File: config.mk
export PLATFORM = sky130hd
export DESIGN_NAME = branch_ctrl
export DESIGN_NICKNAME = d
export VERILOG_FILES = /design/src/rtl/branch_ctrl.sv
export SDC_FILE = /design/constraint.sdc
export NUM_CORES = 1
export LEC_CHECK = 0
export CAP_MARGIN = 20
export CORE_ASPECT_RATIO = 0.8
export CORE_MARGIN = 1
export CORE_UTILIZATION = 60
export CTS_CLUSTER_SIZE = 10
export DETAILED_ROUTE_END_ITERATION = 7
export DONT_BUFFER_PORTS = 1
export GPL_TIMING_DRIVEN = 0
export PLACE_DENSITY = 0.76
export REMOVE_ABC_BUFFERS = 1
export SLEW_MARGIN = 20
export SYNTH_ARGS = -nofsm -noshare
export SYNTH_HDL_FRONTEND = slang
export SYNTH_SLANG_ARGS = --single-unit
File: constraint.sdc
create_clock -name clk -period 4.78 [get_ports clk]
set_clock_uncertainty 0.05 [all_clocks]
set_input_delay 0.478 -clock clk [delete_from_list [all_inputs] [get_ports clk]]
set_output_delay 0.478 -clock clk [all_outputs]
set_load 0.02 [all_outputs]
File: src/rtl/branch_ctrl.sv
// branch_ctrl: resolves one conditional branch per handshake, redirects the PC and
// flushes IF/ID on a mispredict. Define BHT_EN to build the 2-bit branch history table.
module branch_ctrl #(
  parameter int BHT_IDX_W    = 6,
  parameter int FLUSH_CYCLES = 2
) (
  input  logic        clk,
  input  logic        rst,
  input  logic        req_valid,
  output logic        req_ready,
  input  logic [2:0]  req_func3,
  input  logic [31:0] req_pc,
  input  logic [31:0] req_imm,
  input  logic [31:0] req_rs1,
  input  logic [31:0] req_rs2,
  input  logic        req_pred,
  output logic        res_valid,
  output logic        res_taken,
  output logic        redirect_valid,
  output logic [31:0] redirect_pc,
  output logic        flush,
  input  logic [31:0] pred_pc,
  output logic        pred_taken,
  output logic [31:0] br_count,
  output logic [31:0] miss_count
);

  localparam logic [1:0] S_IDLE    = 2'd0;
  localparam logic [1:0] S_RESOLVE = 2'd1;
  localparam logic [1:0] S_FLUSH   = 2'd2;
  localparam logic [3:0] FLUSH_LOAD = 4'(FLUSH_CYCLES - 1);

  // Branch comparator; reserved func3 encodings resolve not-taken.
  function automatic logic branch_cmp(input logic [2:0] f3, input logic [31:0] a,
                                      input logic [31:0] b);
    logic t;
    t = 1'b0;
    case (f3)
      3'b000:  t = (a == b);
      3'b001:  t = (a != b);
      3'b100:  t = ($signed(a) <  $signed(b));
      3'b101:  t = ($signed(a) >= $signed(b));
      3'b110:  t = (a <  b);
      3'b111:  t = (a >= b);
      default: t = 1'b0;
    endcase
    return t;
  endfunction

  logic [1:0]  r_state;
  logic [3:0]  r_flush_cnt;
  logic        r_mis;
  logic        w_accept;
  logic        w_taken;
  logic        w_pred;
  logic        w_mis;
  logic [31:0] w_target;

  assign w_accept = (r_state == S_IDLE) && req_valid;
  assign w_taken  = branch_cmp(req_func3, req_rs1, req_rs2);
  assign w_mis    = w_taken ^ w_pred;
  assign w_target = w_taken ? (req_pc + req_imm) : (req_pc + 32'd4);

  // Sequencer; resolution results are registered at the accept edge so they
  // are presented from the RESOLVE cycle straight out of flops.
  always_ff @(posedge clk) begin
    if (rst) begin
      r_state        <= S_IDLE;
      r_flush_cnt    <= 4'd0;
      r_mis          <= 1'b0;
      req_ready      <= 1'b1;
      res_valid      <= 1'b0;
      res_taken      <= 1'b0;
      redirect_valid <= 1'b0;
      redirect_pc    <= 32'd0;
      flush          <= 1'b0;
    end else begin
      res_valid      <= 1'b0;
      res_taken      <= 1'b0;
      redirect_valid <= 1'b0;
      case (r_state)
        S_IDLE: begin
          if (w_accept) begin
            r_state        <= S_RESOLVE;
            r_mis          <= w_mis;
            req_ready      <= 1'b0;
            res_valid      <= 1'b1;
            res_taken      <= w_taken;
            redirect_valid <= w_mis;
            redirect_pc    <= w_target;
            flush          <= w_mis;
          end
        end
        S_RESOLVE: begin
          if (r_mis) begin
            r_state     <= S_FLUSH;
            r_flush_cnt <= FLUSH_LOAD;
            flush       <= 1'b1;
          end else begin
            r_state   <= S_IDLE;
            req_ready <= 1'b1;
            flush     <= 1'b0;
          end
        end
        S_FLUSH: begin
          if (r_flush_cnt == 4'd0) begin
            r_state   <= S_IDLE;
            req_ready <= 1'b1;
            flush     <= 1'b0;
          end else begin
            r_flush_cnt <= r_flush_cnt - 4'd1;
          end
        end
        default: begin
          r_state   <= S_IDLE;
          req_ready <= 1'b1;
          flush     <= 1'b0;
        end
      endcase
    end
  end

  // Statistics, updated at the edge that ends RESOLVE.
  always_ff @(posedge clk) begin
    if (rst) begin
      br_count   <= 32'd0;
      miss_count <= 32'd0;
    end else if (r_state == S_RESOLVE) begin
      br_count <= br_count + 32'd1;
      if (r_mis) begin
        miss_count <= miss_count + 32'd1;
      end
    end
  end

`ifdef BHT_EN
  localparam int BHT_DEPTH = 1 << BHT_IDX_W;

  logic [1:0]           r_bht [BHT_DEPTH];
  logic [BHT_IDX_W-1:0] r_bht_idx;
  logic                 w_unused;

  assign w_pred     = req_pred;
  assign pred_taken = r_bht[pred_pc[BHT_IDX_W+1:2]][1];
  assign w_unused   = ^{pred_pc[31:BHT_IDX_W+2], pred_pc[1:0]};

  // Saturating-counter update; lookups in the same cycle see the old entry.
  always_ff @(posedge clk) begin
    if (rst) begin
      for (int i = 0; i < BHT_DEPTH; i++) begin
        r_bht[i] <= 2'b01;
      end
      r_bht_idx <= {BHT_IDX_W{1'b0}};
    end else begin
      if (w_accept) begin
        r_bht_idx <= req_pc[BHT_IDX_W+1:2];
      end
      if (r_state == S_RESOLVE) begin
        if (res_taken && (r_bht[r_bht_idx] != 2'b11)) begin
          r_bht[r_bht_idx] <= r_bht[r_bht_idx] + 2'b01;
        end else if (!res_taken && (r_bht[r_bht_idx] != 2'b00)) begin
          r_bht[r_bht_idx] <= r_bht[r_bht_idx] - 2'b01;
        end
      end
    end
  end
`else
  logic w_unused;

  // Static not-taken: every taken branch mispredicts.
  assign w_pred     = 1'b0;
  assign pred_taken = 1'b0;
  assign w_unused   = ^{pred_pc, req_pred};
`endif

endmodule

==> qor_table.md <==
| Metric | This run | Unit |
|:---|:---|:---|
| Final hold violation count | 0 | - |
| Placer congestion estimate | 0.910 | - |
| Flip-flop cell with the highest count after synthesis | dfxtp_1 | - |
| Starting DRT DRC Count | 430 | - |
| Worst setup slack after placement | 1.23 | ns |
| Max stage delay cell, worst path | nand2_2 | - |
| Syn avg cell area | 7.95 | sq um |
| Number of buffers on the longest clock path | 2 | - |
| Crit path largest cell delay | 0.56 | ns |
| Layout cells sized above 1 | 3.06 | % |
| Total vias in the final route | 6,765 | - |
| Wire length of the first global-routing pass | 29,300 | microns |
| # DRC | 0 | - |
| Maximum number of pins on one net before global-route repair | 100 | - |
| Power density cells | 277 | nW/um^2 |
| Synth unique cells | 74 | - |
| Setup_tns | 0 | ns |
| Static leakage | 3.24 | nW |
| Number of antenna violations at the first check in global routing | 0 | - |
| TritonCTS Sinks | 107 | - |
| Final Power | 0.00223 | W |
| Setup CP Type | in2reg | - |
| PostCTS Resize Cnt | 0 | - |
| WP data required | 5.02 | ns |
| Later-pin clock latency in the skew report | 0.35 | ns |
| Fraction of registers with async set/reset | 0 | % |
| Final-report max-slew violation count | 0 | - |
| Max cap viols | 0 | - |
| GRT Resource Usage Total | 28.1 | % |
| # H-tree levels | 3 | - |
| Min cycle time layout | 3.22 | ns |
| Die area | 13,200 | sq um |
| Starting density of the core | 62.3 | % |
| Count of antenna diodes in the layout | 0 | - |
| Worst-case setup margin in the final layout | 1.56 | ns |
| Sum of net half-perimeters after detailed placement | 14,700 | microns |
| Worst path cell trace | inv_1, ha_1, nand4_1, nor4_1, a21boi_0, o31ai_2, and4b_1, nor3_2, nand2_2, or3b_1, nand3_1 | - |
| Core area | 12,300 | sq um |
| Final routed wire length divided by cell count | 17.1 | microns |
| Worst Hold Margin | 0.143 | ns |
| Worst setup EP type | flop | - |
| Y dimension of the die | 103 | microns |
| Share of the core filled with cells in the final layout | 65.4 | % |
| Commonest non-fill, non-tap cell in the layout | nor2_1 | - |
| Slew headroom | 39.1 | % |
| Site Rows | 36 | - |
| Number of I/O pins | 269 | - |
| Number of vias per cell after detailed routing | 6.05 | - |
| Root Buffer Master | clkbuf_16 | - |
| Measured slew at the worst slew-check pin | 0.914 | ns |
| Data arrival time of the critical path | 3.46 | ns |
| Final count of negative-setup-slack endpoints | 0 | - |
| Total detailed-routing wirelength | 19,200 | microns |
| Max Fanout on Critical Path | 29 | - |
| Number of input and output port buffers inserted | 0 | - |
| Maximum achievable frequency | 311 | MHz |
| First drt pass iteration count | 5 | - |
| Most frequent cells in the layout | 108 x nor2_1, 107 x dfxtp_1, 72 x nand2_1 | - |
| Register area share after synthesis | 28.0 | % |
| Unrepaired setup endpoints after global routing | no | - |
| Yosys warnings | 0 | - |
| Total Nets Final | 1,177 | - |
| Number of enable flip-flop cells after synthesis | 0 | - |
| Die outline width | 128 | microns |
| Aggregate global routing overflow | 0 | - |
| Ratio of final minimum period to clock period | 67.4 | % |
| Remaining antenna violation count | 0 | - |
| # hold bufs at CTS | 0 | - |
| Status | completed | - |
| Worst min-delay path category | in2reg | - |
| Number of instances in the synthesized netlist | 964 | - |
| Clock-pin slew on the worst setup and hold paths | 0.07 | ns |
| Area Overhead vs Synth | 4.93 | % |
| Post-CTS Setup Inserts | 0 | - |
| Count of state elements after synthesis | 107 | - |
| Number of global-route vias before repair | 5,933 | - |
| Startpoint type of the worst setup path | input port | - |
| Post-Synthesis Cell Area | 7660 | sq um |
| Worst IR Drop VDD | 194 | uV |
| CTS tree | done | - |
| Number of buffers created by CTS | 9 | - |
## final timing paths
check                                     from               to  slack (ns)  cells past startpoint
worst min register to register  r_flush_cnt[0]   r_flush_cnt[0]        0.47                      2
worst min-delay path                       rst   miss_count[20]        0.14                      1
worst max register to register      r_state[1]  redirect_pc[16]        1.99                      6
worst max-delay path               req_rs2[10]  redirect_pc[31]        1.56                     11
## critical path, delay by kind of cell
kind	cells	cell delay, ns
and+or+nand+nor	7	2.26
AOI/OAI and AO/OA	2	0.39
adders and majority gates	1	0.28
buffers and inverters	1	0.02
## metrics by stage
step	area (sq um)	std cells
after global placement	7730	1102
after floorplan	7510	931
after detailed placement	7730	1102
after global routing	8040	1118
after CTS	8040	1118
final	8040	1118
## logic make-up (layout without fill, tap and decap cells)
kind of cell    Yosys count  in the layout  share of synthesized area, %
other cells               1              1                        0.0489
compound gates          210            210                          17.6
mux                      16             16                          2.09
buf+inv                  86             69                          4.57
simple gates            372            372                          24.7
xor+xnor                104            104                          11.9
flops                   107            107                          28.0
fa+ha+maj                68             68                          11.2
## state kept, by name (all words and copies together) (netlist names)
name,count
r_flush_cnt,4
miss_count,32
redirect_pc,32
r_state,2
br_count,32
flush,1
redirect_valid,1
res_valid,1
req_ready,1
r_mis,1
## report_power, final
group	switching (W)	internal [W]	total, W
sequential	0.0000690	0.000924	0.000993
combinational	0.000259	0.000194	0.000453
clock	0.000342	0.000439	0.000781
## routing by layer
layer	global-route usage [%]	vias to the layer above	routed length [microns]
met1	36.0	3056	8720
met5	0	-	0
met4	9.23	0	412
li1	-	3395	-
met3	7.94	30	1700
met2	45.9	284	8340
## synth_stat cells (10+ instances only)
| cell type | number | area [sq um] |
|---|---|---|
| and3_1 | 24 | 150 |
| mux2i_1 | 16 | 160 |
| o21ai_0 | 43 | 215 |
| nand3b_1 | 10 | 75.1 |
| nor3_1 | 14 | 70.1 |
| xnor2_1 | 52 | 455 |
| nand2_1 | 73 | 274 |
| o21ai_1 | 11 | 55.1 |
| or3_1 | 13 | 81.3 |
| a31oi_1 | 11 | 68.8 |
| a211oi_1 | 10 | 75.1 |
| ha_1 | 67 | 838 |
| xor2_1 | 52 | 455 |
| a21oi_1 | 67 | 335 |
| clkbuf_1 | 23 | 86.3 |
| inv_1 | 51 | 191 |
| nand3_1 | 51 | 255 |
| a21o_1 | 19 | 143 |
| nand4_1 | 25 | 156 |
| nor2_1 | 108 | 405 |
| dfxtp_1 | 107 | 2140 |
## final cells by class
class,instances,area [sq um]
flip-flops and latches,107,2140
fillers,1077,4260
well taps,171,214
inverters,53,199
clock inverters,4,56.3
clock buffers,12,256
multi-input cells,771,5170
Power figures use the tool's default switching activity.
